===== src/rtl/vga_ball_engine.sv =====
// VGA timing generator with a bouncing square ball, registered sync/colour outputs and frame/bounce events.
// Optional border ring is compiled in when VGA_BORDER_EN is defined.
module vga_ball_engine #(
    parameter int          CLK_DIV   = 4,
    parameter int          H_DISPLAY = 640,
    parameter int          H_FRONT   = 16,
    parameter int          H_SYNC    = 96,
    parameter int          H_BACK    = 48,
    parameter int          V_DISPLAY = 480,
    parameter int          V_FRONT   = 10,
    parameter int          V_SYNC    = 2,
    parameter int          V_BACK    = 33,
    parameter bit          SYNC_POL  = 1'b0,
    parameter int          COORD_W   = 10,
    parameter int          BALL_SIZE = 10,
    parameter int          BALL_X0   = 100,
    parameter int          BALL_Y0   = 200,
    parameter logic [11:0] BALL_RGB  = 12'hFFF,
    parameter logic [11:0] BG_RGB    = 12'h000
`ifdef VGA_BORDER_EN
    ,
    parameter int          BORDER_W   = 4,
    parameter logic [11:0] BORDER_RGB = 12'h00F
`endif
) (
    input  logic       clk100MHz,
    input  logic       reset,
    input  logic       pause,
    input  logic [3:0] speed_x,
    input  logic [3:0] speed_y,
    output logic       hsync,
    output logic       vsync,
    output logic [3:0] red,
    output logic [3:0] green,
    output logic [3:0] blue,
    output logic       frame_tick,
    output logic       bounce
);

    localparam int H_TOTAL = H_DISPLAY + H_FRONT + H_SYNC + H_BACK;
    localparam int V_TOTAL = V_DISPLAY + V_FRONT + V_SYNC + V_BACK;
    localparam int DIV_W   = (CLK_DIV > 1) ? $clog2(CLK_DIV) : 1;
    localparam int CW1     = COORD_W + 1;

    localparam logic [DIV_W-1:0]   DIV_LAST = DIV_W'(CLK_DIV - 1);
    localparam logic [COORD_W-1:0] H_LAST   = COORD_W'(H_TOTAL - 1);
    localparam logic [COORD_W-1:0] V_LAST   = COORD_W'(V_TOTAL - 1);
    localparam logic [COORD_W-1:0] H_VIS    = COORD_W'(H_DISPLAY);
    localparam logic [COORD_W-1:0] V_VIS    = COORD_W'(V_DISPLAY);
    localparam logic [COORD_W-1:0] HS_START = COORD_W'(H_DISPLAY + H_FRONT);
    localparam logic [COORD_W-1:0] HS_END   = COORD_W'(H_DISPLAY + H_FRONT + H_SYNC);
    localparam logic [COORD_W-1:0] VS_START = COORD_W'(V_DISPLAY + V_FRONT);
    localparam logic [COORD_W-1:0] VS_END   = COORD_W'(V_DISPLAY + V_FRONT + V_SYNC);
    localparam logic [COORD_W-1:0] X_RESET  = COORD_W'(BALL_X0);
    localparam logic [COORD_W-1:0] Y_RESET  = COORD_W'(BALL_Y0);
    localparam logic [CW1-1:0]     X_MAX    = CW1'(H_DISPLAY - BALL_SIZE);
    localparam logic [CW1-1:0]     Y_MAX    = CW1'(V_DISPLAY - BALL_SIZE);
    localparam logic [CW1-1:0]     SIZE_EXT = CW1'(BALL_SIZE);

    typedef struct packed {
        logic               hit;
        logic               dir;
        logic [COORD_W-1:0] pos;
    } axis_t;

    // One axis of ball motion; dir 0 = increasing, 1 = decreasing. Clamps at the wall instead of wrapping.
    function automatic axis_t step_axis(input logic [COORD_W-1:0] pos, input logic dir,
                                        input logic [3:0] speed, input logic [CW1-1:0] limit);
        axis_t          r;
        logic [CW1-1:0] pos_w;
        logic [CW1-1:0] spd_w;
        logic [CW1-1:0] sum;
        pos_w = {1'b0, pos};
        spd_w = CW1'(speed);
        sum   = pos_w + spd_w;
        r.hit = 1'b0;
        r.dir = dir;
        r.pos = pos;
        if (speed != 4'd0) begin
            if (!dir) begin
                if (sum >= limit) begin
                    r.pos = limit[COORD_W-1:0];
                    r.dir = 1'b1;
                    r.hit = 1'b1;
                end else begin
                    r.pos = sum[COORD_W-1:0];
                end
            end else if (pos_w <= spd_w) begin
                r.pos = '0;
                r.dir = 1'b0;
                r.hit = 1'b1;
            end else begin
                r.pos = pos - COORD_W'(speed);
            end
        end
        return r;
    endfunction

    logic [DIV_W-1:0]   div_cnt;
    logic [COORD_W-1:0] h_cnt, v_cnt;
    logic [COORD_W-1:0] ball_x, ball_y;
    logic               dir_x, dir_y;
    logic               pix_en, frame_start, visible, in_ball;
    logic [11:0]        rgb_next;
    axis_t              next_x, next_y;

    assign pix_en      = (div_cnt == DIV_LAST);
    assign frame_start = pix_en && (h_cnt == '0) && (v_cnt == '0);
    assign visible     = (h_cnt < H_VIS) && (v_cnt < V_VIS);
    assign in_ball     = (h_cnt >= ball_x) && ({1'b0, h_cnt} < ({1'b0, ball_x} + SIZE_EXT)) &&
                         (v_cnt >= ball_y) && ({1'b0, v_cnt} < ({1'b0, ball_y} + SIZE_EXT));
    assign next_x      = step_axis(ball_x, dir_x, speed_x, X_MAX);
    assign next_y      = step_axis(ball_y, dir_y, speed_y, Y_MAX);

`ifdef VGA_BORDER_EN
    localparam logic [COORD_W-1:0] B_W   = COORD_W'(BORDER_W);
    localparam logic [COORD_W-1:0] B_RGT = COORD_W'(H_DISPLAY - BORDER_W);
    localparam logic [COORD_W-1:0] B_BOT = COORD_W'(V_DISPLAY - BORDER_W);
    logic in_border;
    assign in_border = (h_cnt < B_W) || (h_cnt >= B_RGT) || (v_cnt < B_W) || (v_cnt >= B_BOT);
`endif

    always_comb begin
        rgb_next = BG_RGB;
        if (!visible) begin
            rgb_next = '0;
        end else if (in_ball) begin
            rgb_next = BALL_RGB;
        end
`ifdef VGA_BORDER_EN
        else if (in_border) begin
            rgb_next = BORDER_RGB;
        end
`endif
    end

    always_ff @(posedge clk100MHz or negedge reset) begin
        if (!reset) begin
            div_cnt <= '0;
            h_cnt   <= '0;
            v_cnt   <= '0;
        end else begin
            div_cnt <= pix_en ? '0 : div_cnt + DIV_W'(1);
            if (pix_en) begin
                if (h_cnt == H_LAST) begin
                    h_cnt <= '0;
                    v_cnt <= (v_cnt == V_LAST) ? '0 : v_cnt + COORD_W'(1);
                end else begin
                    h_cnt <= h_cnt + COORD_W'(1);
                end
            end
        end
    end

    // Position only moves at the frame boundary, so a whole frame is drawn from one position.
    always_ff @(posedge clk100MHz or negedge reset) begin
        if (!reset) begin
            ball_x     <= X_RESET;
            ball_y     <= Y_RESET;
            dir_x      <= 1'b0;
            dir_y      <= 1'b0;
            frame_tick <= 1'b0;
            bounce     <= 1'b0;
        end else begin
            frame_tick <= frame_start;
            bounce     <= frame_start && !pause && (next_x.hit || next_y.hit);
            if (frame_start && !pause) begin
                ball_x <= next_x.pos;
                ball_y <= next_y.pos;
                dir_x  <= next_x.dir;
                dir_y  <= next_y.dir;
            end
        end
    end

    always_ff @(posedge clk100MHz or negedge reset) begin
        if (!reset) begin
            hsync <= ~SYNC_POL;
            vsync <= ~SYNC_POL;
            {red, green, blue} <= '0;
        end else if (pix_en) begin
            hsync <= ((h_cnt >= HS_START) && (h_cnt < HS_END)) ? SYNC_POL : ~SYNC_POL;
            vsync <= ((v_cnt >= VS_START) && (v_cnt < VS_END)) ? SYNC_POL : ~SYNC_POL;
            {red, green, blue} <= rgb_next;
        end
    end

endmodule

===== config.mk =====
export PLATFORM = sky130hd
export DESIGN_NAME = vga_ball_engine
export DESIGN_NICKNAME = d
export VERILOG_FILES = /design/src/rtl/vga_ball_engine.sv
export SDC_FILE = /design/constraint.sdc
export NUM_CORES = 1
export LEC_CHECK = 0
export BUFFER_PORTS_ARGS = -buffer_cell sky130_fd_sc_hd__buf_2
export CORE_MARGIN = 2
export CORE_UTILIZATION = 55
export CTS_CLUSTER_DIAMETER = 150
export CTS_CLUSTER_SIZE = 8
export DETAILED_ROUTE_END_ITERATION = 10
export PLACE_DENSITY = 0.73
export SKIP_LAST_GASP = 1
export SYNTH_ARGS = -nofsm -noshare
export SYNTH_HDL_FRONTEND = slang
export SYNTH_SLANG_ARGS = --single-unit

===== constraint.sdc =====
create_clock -name clk100MHz -period 7.25 [get_ports clk100MHz]
set_clock_uncertainty 0.1 [all_clocks]
set_input_delay 1.8125 -clock clk100MHz [delete_from_list [all_inputs] [get_ports clk100MHz]]
set_output_delay 1.8125 -clock clk100MHz [all_outputs]
set_load 0.02 [all_outputs]

==> flow_summary.json, run 1 <==
{
  "die_h_um": 98.5,
  "postPlaceCellArea_sq_mm": 0.00504,
  "cp_common_cell": "a21o_1",
  "cts_buffer_depth": 2,
  "overflow": 0,
  "clock_latency_ns": 0.30,
  "hpwl_um": 9100,
  "crit_path_cell_trace": "buf_2 > ha_1 > inv_1 > fa_1 > or2_2 > a221oi_2 > o2111ai_1 > o311ai_1 > a21o_1 > nor2_1 > a2111oi_2 > a21o_1",
  "max_clock_freq_ghz": 0.231,
  "grt_max_degree": 50,
  "synth-edff-count": 0,
  "grt_pass1_wl_um": 20000,
  "antenna_found_initial": 0,
  "r2r_cells": 10,
  "fin_util_pct": 59.2,
  "drv_cap": 0,
  "netlist_instances": 579,
  "yosys-top-cells-count": "61 x ha_1, 46 x o21ai_0, 43 x inv_1",
  "layout.nets": 662,
  "hold_viol_final": 0,
  "syn-cell-area_sq_mm": 0.00492,
  "ys.flop_type": "dfrtp_1",
  "min_path_type": "flip-flop to flip-flop",
  "first_global_vias": 4140,
  "cp_slowest_stage_delay_ns": 0.45,
  "root_buffer": "clkbuf_8",
  "num-fill-cells": 799,
  "leakagePower_uw": 0.00223,
  "yosysMostFrequentCell": "ha_1",
  "hold_buffers": 0,
  "grt_util_all_layers_pct": 24.8,
  "r2r_end": "ball_x[0]$_DFFE_PN0P_",
  "drtAntennaViolNets": 0,
  "end_kind": "flip-flop",
  "path_buf_inv": 2,
  "ys_ff_latch": 49,
  "antenna_cells": 0,
  "syn_nets": 655,
  "slew_headroom_pct": 29.0,
  "cts_buffers": 5,
  "crit_required_ns": 7.40,
  "routed_via_density": 6.26,
  "cp-endpoint": "ball_x[0]$_DFFE_PN0P_",
  "cpMaxStageDelayCell": "fa_1",
  "cts_num_sinks": 49,
  "r2r-start": "ball_x[1]$_DFFE_PN0P_",
  "port_buffers": 26,
  "start_util_pct": 56.6,
  "worst_pin_slew_ns": 1.06,
  "htree_levels": 2,
  "worst-path-stages": 12,
  "tritoncts": "built",
  "crit_fanout": 5,
  "crit_arrival_ns": 4.48,
  "yosys_warnings": 0,
  "cts_setup_buffers": 0,
  "synth_area_per_cell_sq_um": 8.49,
  "dr.pass1.iters": 4,
  "routedWlPerCell_um": 17.3,
  "clkTransAtPathRegs_ns": 0.10,
  "pin_count": 27,
  "cp_top_family": "compound AO/OA/AOI/OAI gates",
  "async_reset_ff_share_pct": 100,
  "critPathLaunchType": "primary input",
  "cts.repair.resized": 0,
  "synth.distinct_cells": 81,
  "rows": 34,
  "die_w_um": 98.5,
  "die_area_sq_mm": 0.00971,
  "startpoint": "speed_x[0]",
  "final_max_slew_viol_count": 0,
  "min_period_ns": 4.33,
  "routed_wl_um": 12000,
  "postLayoutCellArea_sq_mm": 0.00514,
  "ir_worst_vdd_mv": 0.0842,
  "period_share_pct": 59.7,
  "worstSetupPathType": "primary input to flip-flop",
  "p_per_area_mw_per_mm2": 140,
  "drive_gt1_share_pct": 12.3,
  "synth.top_cell.area_share_pct": 20.9,
  "area_growth_pct": 4.51,
  "rsz0062_at_grt": "false",
  "initialDrtViolationCount": 178,
  "finalSetupTns_ns": 0,
  "yosysSeqAreaShare_pct": 25.1,
  "drc": 0,
  "rrSetupSlack_ns": 4.00,
  "synth_top_area_cell": "dfrtp_1",
  "synth_area_leaders": "dfrtp_1 21%, ha_1 16%, xnor2_1 5.3%",
  "vias": 4354,
  "routabilityCongestion": 0.999,
  "status": "complete, no violations",
  "setup_viol": 0,
  "core_sq_mm": 0.00868
}
[layer usage]
metal | share of wire [%] | GRT usage, % | vias to the layer above
met2 | 45 | 40.5 | 146
li1 | - | - | 2103
met5 | 0 | 0 | -
met3 | 5.5 | 2.55 | 14
met1 | 48 | 36.0 | 2091
met4 | 1.2 | 5.16 | 0
[report_power, final]
part	leakage, uW	switching, uW	total (uW)	internal, uW
registers	0.000624	22.1	306	284
logic	0.00156	137	231	93.5
clock network	0.0000542	95.5	182	86.6
[cells by family (layout without fill, tap and decap cells)]
logic type,after synthesis,in the layout,synth area share (%)
multiplexers,5,5,1.07
flip-flops,49,49,25.1
AO/OA/AOI/OAI,176,176,24.6
adder cells (fa/ha/maj),65,65,17.2
AND/OR/NAND/NOR,172,172,18.1
XOR/XNOR,37,37,6.59
buffers and inverters,75,83,7.30
[registers in the layout, summed over array words and instances (netlist names)]
name,flops
frame_tick,1
ball_y,10
dir_x,1
red,1
dir_y,1
v_cnt,10
h_cnt,10
vsync,1
bounce,1
div_cnt,2
hsync,1
ball_x,10
[worst min-delay path by stage]
stage	startpoint	endpoint	slack, ns	cells past startpoint
after floorplan	div_cnt[0]$_DFF_PN0_	div_cnt[0]$_DFF_PN0_	0.30	1
after global placement	div_cnt[0]$_DFF_PN0_	div_cnt[0]$_DFF_PN0_	0.31	1
after detailed placement	div_cnt[0]$_DFF_PN0_	div_cnt[0]$_DFF_PN0_	0.33	1
after CTS	div_cnt[0]$_DFF_PN0_	div_cnt[0]$_DFF_PN0_	0.34	1
after global routing	div_cnt[0]$_DFF_PN0_	div_cnt[0]$_DFF_PN0_	0.36	1
final	div_cnt[0]$_DFF_PN0_	div_cnt[0]$_DFF_PN0_	0.33	1
[cell type report]
| type | count | area (sq um) | area share [%] |
|---|---|---|---|
| inverter | 45 | 169 | 3.29 |
| clock inverter | 1 | 5.00 | 0.0974 |
| sequential | 49 | 1240 | 24.1 |
| multi-input combinational | 455 | 3340 | 64.9 |
| timing repair buffer | 30 | 160 | 3.12 |
| clock buffer | 7 | 96.3 | 1.88 |
| tap | 108 | 135 | 2.63 |
[through the flow]
stage,total power (uW),setup WS [ns],std cells,hold slack [ns]
6_report,719,2.92,695,0.332
5_1_grt,760,2.76,695,0.360
4_1_cts,721,2.98,695,0.342
3_5_place_dp,537,2.66,687,0.329
3_3_place_gp,530,2.85,687,0.314
2_1_floorplan,483,3.14,579,0.303
[placed cells by master (no fill, tap or decap), drive strengths merged, types with 9 or more instances in the layout]
master / n
a21o: 12
a21oi: 38
buf: 30
dfrtp: 41
ha: 61
inv: 44
nand2: 42
nand2b: 12
nand3: 9
nor2: 43
nor3: 23
o21ai: 51
xnor2: 30
[worst reg2reg max path, delay by kind of cell, from the launching register on]
family | cells | cell delay [ns]
flops | 1 | 0.55
compound gates | 6 | 1.44
buf+inv | 1 | 0.18
fa+ha+maj | 1 | 0.51
simple gates | 2 | 0.42
(Power assumes the default switching activity.)
==> run 2: changes to the inputs <==
- ABC_AREA: not set -> 1
- PLACE_DENSITY: 0.73 -> 0.76
- clock period: 7.25 -> 3.45 ns (I/O delays scaled with it)
==> flow_summary.json, run 2 <==
{
  "cpMaxStageDelayCell": "dfrtp_1",
  "cts_setup_buffers": 0,
  "start_util_pct": 57.0,
  "status": "complete, no violations",
  "cts_buffers": 5,
  "synth_area_leaders": "dfrtp_1 21%, ha_1 15%, nand2_1 10%",
  "cp_slowest_stage_delay_ns": 0.52,
  "critPathLaunchType": "flip-flop",
  "r2r_cells": 11,
  "yosys-top-cells-count": "139 x nand2_1, 95 x inv_1, 80 x nor2_1",
  "tritoncts": "built",
  "synth_top_area_cell": "dfrtp_1",
  "min_to": "div_cnt[0]$_DFF_PN0_",
  "crit_fanout": 7,
  "routabilityCongestion": 0.981,
  "min_path_type": "flip-flop to flip-flop",
  "hold_buffers": 0,
  "slew_headroom_pct": 51.5,
  "dr.pass1.iters": 5,
  "leakagePower_uw": 0.00268,
  "period_share_pct": 79.7,
  "ys_ff_latch": 49,
  "rrSetupSlack_ns": 0.70,
  "synth_area_per_cell_sq_um": 6.95,
  "grt_pass1_wl_um": 21200,
  "mostFrequentLayoutCells": "139 x nand2_1, 95 x inv_1, 80 x nor2_1",
  "mostFrequentLayoutCell": "nand2_1",
  "min_period_ns": 2.75,
  "routed_wl_um": 12200,
  "end_kind": "flip-flop",
  "crit_arrival_ns": 2.86,
  "layout.nets": 805,
  "drive_gt1_share_pct": 8.63,
  "pin_count": 27,
  "synth.distinct_cells": 42,
  "cts.repair.resized": 0,
  "p_per_area_mw_per_mm2": 257,
  "yosysMostFrequentCell": "nand2_1",
  "hold_start": "div_cnt[0]$_DFF_PN0_",
  "clkTransAtPathRegs_ns": 0.10,
  "grt_max_degree": 32,
  "root_buffer": "clkbuf_8",
  "rows": 34,
  "synth-edff-count": 0,
  "syn_nets": 794,
  "cts_buffer_depth": 2,
  "htree_levels": 2,
  "routed_via_density": 5.67,
  "rsz0062_at_grt": "false",
  "hold_viol_final": 0,
  "cts_num_sinks": 49,
  "cp_common_cell": "o21ai_0",
  "ir_worst_vdd_mv": 0.130,
  "max_clock_freq_ghz": 0.363,
  "finalSetupTns_ns": 0,
  "yosys_warnings": 0,
  "antenna_found_initial": 0,
  "core_sq_mm": 0.00876,
  "async_reset_ff_share_pct": 100,
  "fin_util_pct": 59.3,
  "final_max_slew_viol_count": 0,
  "antenna_cells": 0,
  "crit_path_cell_trace": "inv_1 > o21ai_0 > nand3_1 > o21ai_0 > o21ai_0 > ha_1 > nand2_1 > nor4_1 > nor3_1 > nand3_1 > nand2_1",
  "initialDrtViolationCount": 319,
  "clock_latency_ns": 0.31,
  "netlist_instances": 718,
  "vias": 4753,
  "total_power_uw": 1330,
  "routedWlPerCell_um": 14.5,
  "crit_required_ns": 3.56,
  "hpwl_um": 9710,
  "hold_ws_ns": 0.334,
  "worst_pin_slew_ns": 0.728,
  "yosysSeqAreaShare_pct": 24.8,
  "setup_viol": 0,
  "r2r-start": "ball_y[1]$_DFFE_PN0P_",
  "syn-cell-area_sq_mm": 0.00499,
  "ys.flop_type": "dfrtp_1",
  "r2r_end": "red[2]$_DFFE_PN0P_",
  "first_global_vias": 4605,
  "area_growth_pct": 4.04,
  "hold_path_depth": 1,
  "num-fill-cells": 829,
  "die_w_um": 99.3,
  "drc": 0,
  "drtAntennaViolNets": 0,
  "port_buffers": 26,
  "cp_top_family": "simple AND/OR/NAND/NOR gates",
  "worstSetupPathType": "flip-flop to flip-flop",
  "die_h_um": 99.3,
  "drv_cap": 0,
  "synth.top_cell.area_share_pct": 20.6,
  "path_buf_inv": 1,
  "overflow": 0,
  "die_area_sq_mm": 0.00985,
  "grt_util_all_layers_pct": 26.2
}
run 2: changes by cell type after synthesis, moves of 10 or more:
cell | before | now
xnor2_1 | 30 | 2
nand2_1 | 42 | 139
inv_1 | 43 | 95
nor2_1 | 42 | 80
a21o_1 | 12 | 0
nand2b_1 | 12 | 0
xor2_1 | 7 | 28
clkbuf_1 | 10 | 0
a21oi_1 | 38 | 62
nand4_1 | 7 | 19
nand3_1 | 9 | 60
o21ai_0 | 46 | 22
run 2: layer usage:
layer | global-route usage, % | wire, um
met5 | 0 | 0
met4 | 8.22 | 274
met3 | 2.53 | 619
met2 | 45.0 | 5760
met1 | 34.8 | 5520
run 2: final cells by class:
| class | count | area [sq um] | area share (%) |
|---|---|---|---|
| well taps | 108 | 135 | 2.60 |
| flip-flops and latches | 49 | 1240 | 23.8 |
| multi-input cells | 540 | 3190 | 61.3 |
| clock buffers | 6 | 72.6 | 1.40 |
| clock inverters | 2 | 15.0 | 0.289 |
| repair buffers | 29 | 153 | 2.94 |
| inverters | 104 | 395 | 7.61 |
run 2: cells by family after synthesis:
group                      synth area share, %
AOI/OAI and AO/OA                         11.4
adders and majority gates                 16.9
xor gates and xnor gates                  5.26
and+or+nand+nor                           30.2
buffers and inverters                     11.4
DFF                                       24.8
run 2: how the worst max path moves through the flow:
stage,from,end,slack [ns],cells past startpoint
global route,ball_x[1]$_DFFE_PN0P_,red[2]$_DFFE_PN0P_,0.42,14
detailed placement,speed_y[0],bounce$_DFF_PN0_,0.54,16
finish,ball_y[1]$_DFFE_PN0P_,red[2]$_DFFE_PN0P_,0.70,11
CTS,ball_x[1]$_DFFE_PN0P_,red[2]$_DFFE_PN0P_,0.69,14
global placement,speed_y[0],bounce$_DFF_PN0_,0.59,16
floorplan,speed_x[0],ball_x[0]$_DFFE_PN0P_,0.91,14
run 2: where the power goes:
part | leakage [uW] | internal, uW | switching (uW)
registers | 0.000611 | 593 | 37.6
clock network | 0.0000374 | 144 | 211
logic | 0.00204 | 122 | 227
run 2: stage by stage:
stage,area [sq um],std cells,setup slack (ns)
after global placement,5100,830,0.588
final,5190,838,0.699
after detailed placement,5100,830,0.541
after floorplan,4990,718,0.909
after CTS,5190,838,0.694
after global routing,5190,838,0.423
==> run 3: changes to the inputs <==
- PLACE_DENSITY: 0.76 -> 0.73
- clock period: 3.45 -> 2.8 ns (I/O delays scaled with it)
==> flow_summary.json, run 3 (synthesized netlist as in run 2, its figures left out) <==
{
  "max_clock_freq_ghz": 0.399,
  "antenna_found_initial": 0,
  "drv_cap": 0,
  "die_h_um": 99.3,
  "crit_path_cell_trace": "ha_1 > inv_1 > fa_1 > inv_1 > nand3_1 > nand2_1 > nand2_1 > nand2_1 > inv_1 > o21ai_1 > nand2_1 > nand3_2 > nand3_1 > nand2_1 > nand2_1 > nand2_1",
  "setup_ws_ns": 0.294,
  "rsz0062_at_grt": "false",
  "routed_via_density": 5.66,
  "htree_levels": 2,
  "cpMaxStageDelayCell": "dfrtp_1",
  "dp_slack_ns": -0.000907,
  "rows": 34,
  "mostFrequentLayoutCells": "139 x nand2_1, 95 x inv_1, 80 x nor2_1",
  "final_max_slew_viol_count": 0,
  "pin_count": 27,
  "grt_util_all_layers_pct": 27.8,
  "tritoncts": "built",
  "cp_common_cell": "nand2_1",
  "period_share_pct": 89.5,
  "min_path_type": "primary input to asynchronous set/reset pin",
  "status": "complete, no violations",
  "postPlaceCellArea_sq_mm": 0.00520,
  "layout.nets": 818,
  "root_buffer": "clkbuf_8",
  "vias": 4818,
  "clock_latency_ns": 0.31,
  "start_util_pct": 57.0,
  "die_area_sq_mm": 0.00985,
  "antenna_cells": 0,
  "initialDrtViolationCount": 370,
  "cts_buffer_depth": 2,
  "end_kind": "flip-flop",
  "worstSetupPathType": "flip-flop to flip-flop",
  "min_period_ns": 2.51,
  "hold_buffers": 0,
  "crit_fanout": 9,
  "overflow": 0,
  "grt_pass1_wl_um": 22200,
  "drtAntennaViolNets": 0,
  "slew_headroom_pct": 67.2,
  "p_per_area_mw_per_mm2": 336,
  "num-fill-cells": 792,
  "mostFrequentLayoutCell": "nand2_1",
  "routabilityCongestion": 0.962,
  "first_global_vias": 4711,
  "grt_max_degree": 19,
  "ir_worst_vdd_mv": 0.179,
  "port_buffers": 26,
  "routedWlPerCell_um": 15.4,
  "total_power_uw": 1790,
  "cts_buffers": 5,
  "crit_required_ns": 2.95,
  "cp_top_family": "simple AND/OR/NAND/NOR gates",
  "clkTransAtPathRegs_ns": 0.10,
  "crit_arrival_ns": 2.66,
  "fin_util_pct": 60.7,
  "critPathLaunchType": "flip-flop",
  "cts_num_sinks": 49,
  "drive_gt1_share_pct": 10.4,
  "path_buf_inv": 3,
  "hold_viol_final": 0,
  "core_sq_mm": 0.00876,
  "die_w_um": 99.3,
  "dr.pass1.iters": 5,
  "dp.cells": 843,
  "routed_wl_um": 13100,
  "stdcell_count": 851,
  "area_growth_pct": 6.64,
  "setup_viol": 0,
  "worst_pin_slew_ns": 0.488,
  "postLayoutCellArea_sq_mm": 0.00532,
  "hpwl_um": 10500,
  "leakagePower_uw": 0.00277,
  "drc": 0,
  "cp_slowest_stage_delay_ns": 0.47
}
-- run 3: final timing paths --
| check | cells after the start | startpoint | end | slack, ns |
|---|---|---|---|---|
| setup / recovery | 16 | ball_y[0]$_DFFE_PN0P_ | ball_y[0]$_DFFE_PN0P_ | 0.29 |
| hold / removal | 1 | reset | ball_x[8]$_DFFE_PN0P_ | 0.20 |
| setup reg to reg | 16 | ball_y[0]$_DFFE_PN0P_ | ball_y[0]$_DFFE_PN0P_ | 0.29 |
| hold reg to reg | 1 | div_cnt[0]$_DFF_PN0_ | div_cnt[0]$_DFF_PN0_ | 0.34 |
| max in group asynchronous | 2 | reset | ball_y[6]$_DFFE_PN1P_ | 1.74 |
| min in group clk100MHz | 1 | div_cnt[0]$_DFF_PN0_ | div_cnt[0]$_DFF_PN0_ | 0.34 |
-- run 3: worst register-to-register path, cell delays in order (launching register included) --
cell     delay (ns)
dfrtp_1        0.47
ha_1           0.25
inv_1          0.07
fa_1           0.39
inv_1          0.10
nand3_1        0.09
nand2_1        0.12
nand2_1        0.06
nand2_1        0.08
inv_1          0.05
o21ai_1        0.08
nand2_1        0.09
nand3_2        0.16
nand3_1        0.09
nand2_1        0.12
nand2_1        0.07
nand2_1        0.06
-- run 3: report_power, final --
| part | switching (uW) | internal (uW) |
|---|---|---|
| logic | 299 | 164 |
| registers | 37.1 | 731 |
| clock network | 264 | 291 |
| total | 600 | 1190 |
-- run 3: metrics by stage --
step	setup TNS [ns]	hold slack, ns
after floorplan	0	0.303
after global placement	0	0.313
after detailed placement	-0.000907	0.330
after CTS	0	0.204
after global routing	0	0.211
final	0	0.200
-- run 3: final cells by class --
| cell class | count | area [sq um] | share of cell area (%) |
|---|---|---|---|
| clock buffers | 6 | 82.6 | 1.55 |
| clock inverters | 2 | 37.5 | 0.705 |
| inverters | 104 | 395 | 7.43 |
| multi-input cells | 540 | 3190 | 59.8 |
| flip-flops and latches | 49 | 1240 | 23.2 |
| well taps | 108 | 135 | 2.54 |
| repair buffers | 42 | 250 | 4.70 |
-- run 3: per-layer routing --
metal / global-route usage [%] / wire (um) / up-vias / part of all wire [%]
li1: - / - / 2419 / -
met1: 36.1 / 5740 / 2221 / 44
met2: 49.6 / 6430 / 153 / 49
met3: 2.74 / 715 / 25 / 5.4
met4: 7.38 / 231 / 0 / 1.8
met5: 0 / 0 / - / 0
-- run 3: timing repair --
item,CTS,global route
resized for setup,0,1
setup buffers,0,0
setup endpoints to repair,0,1
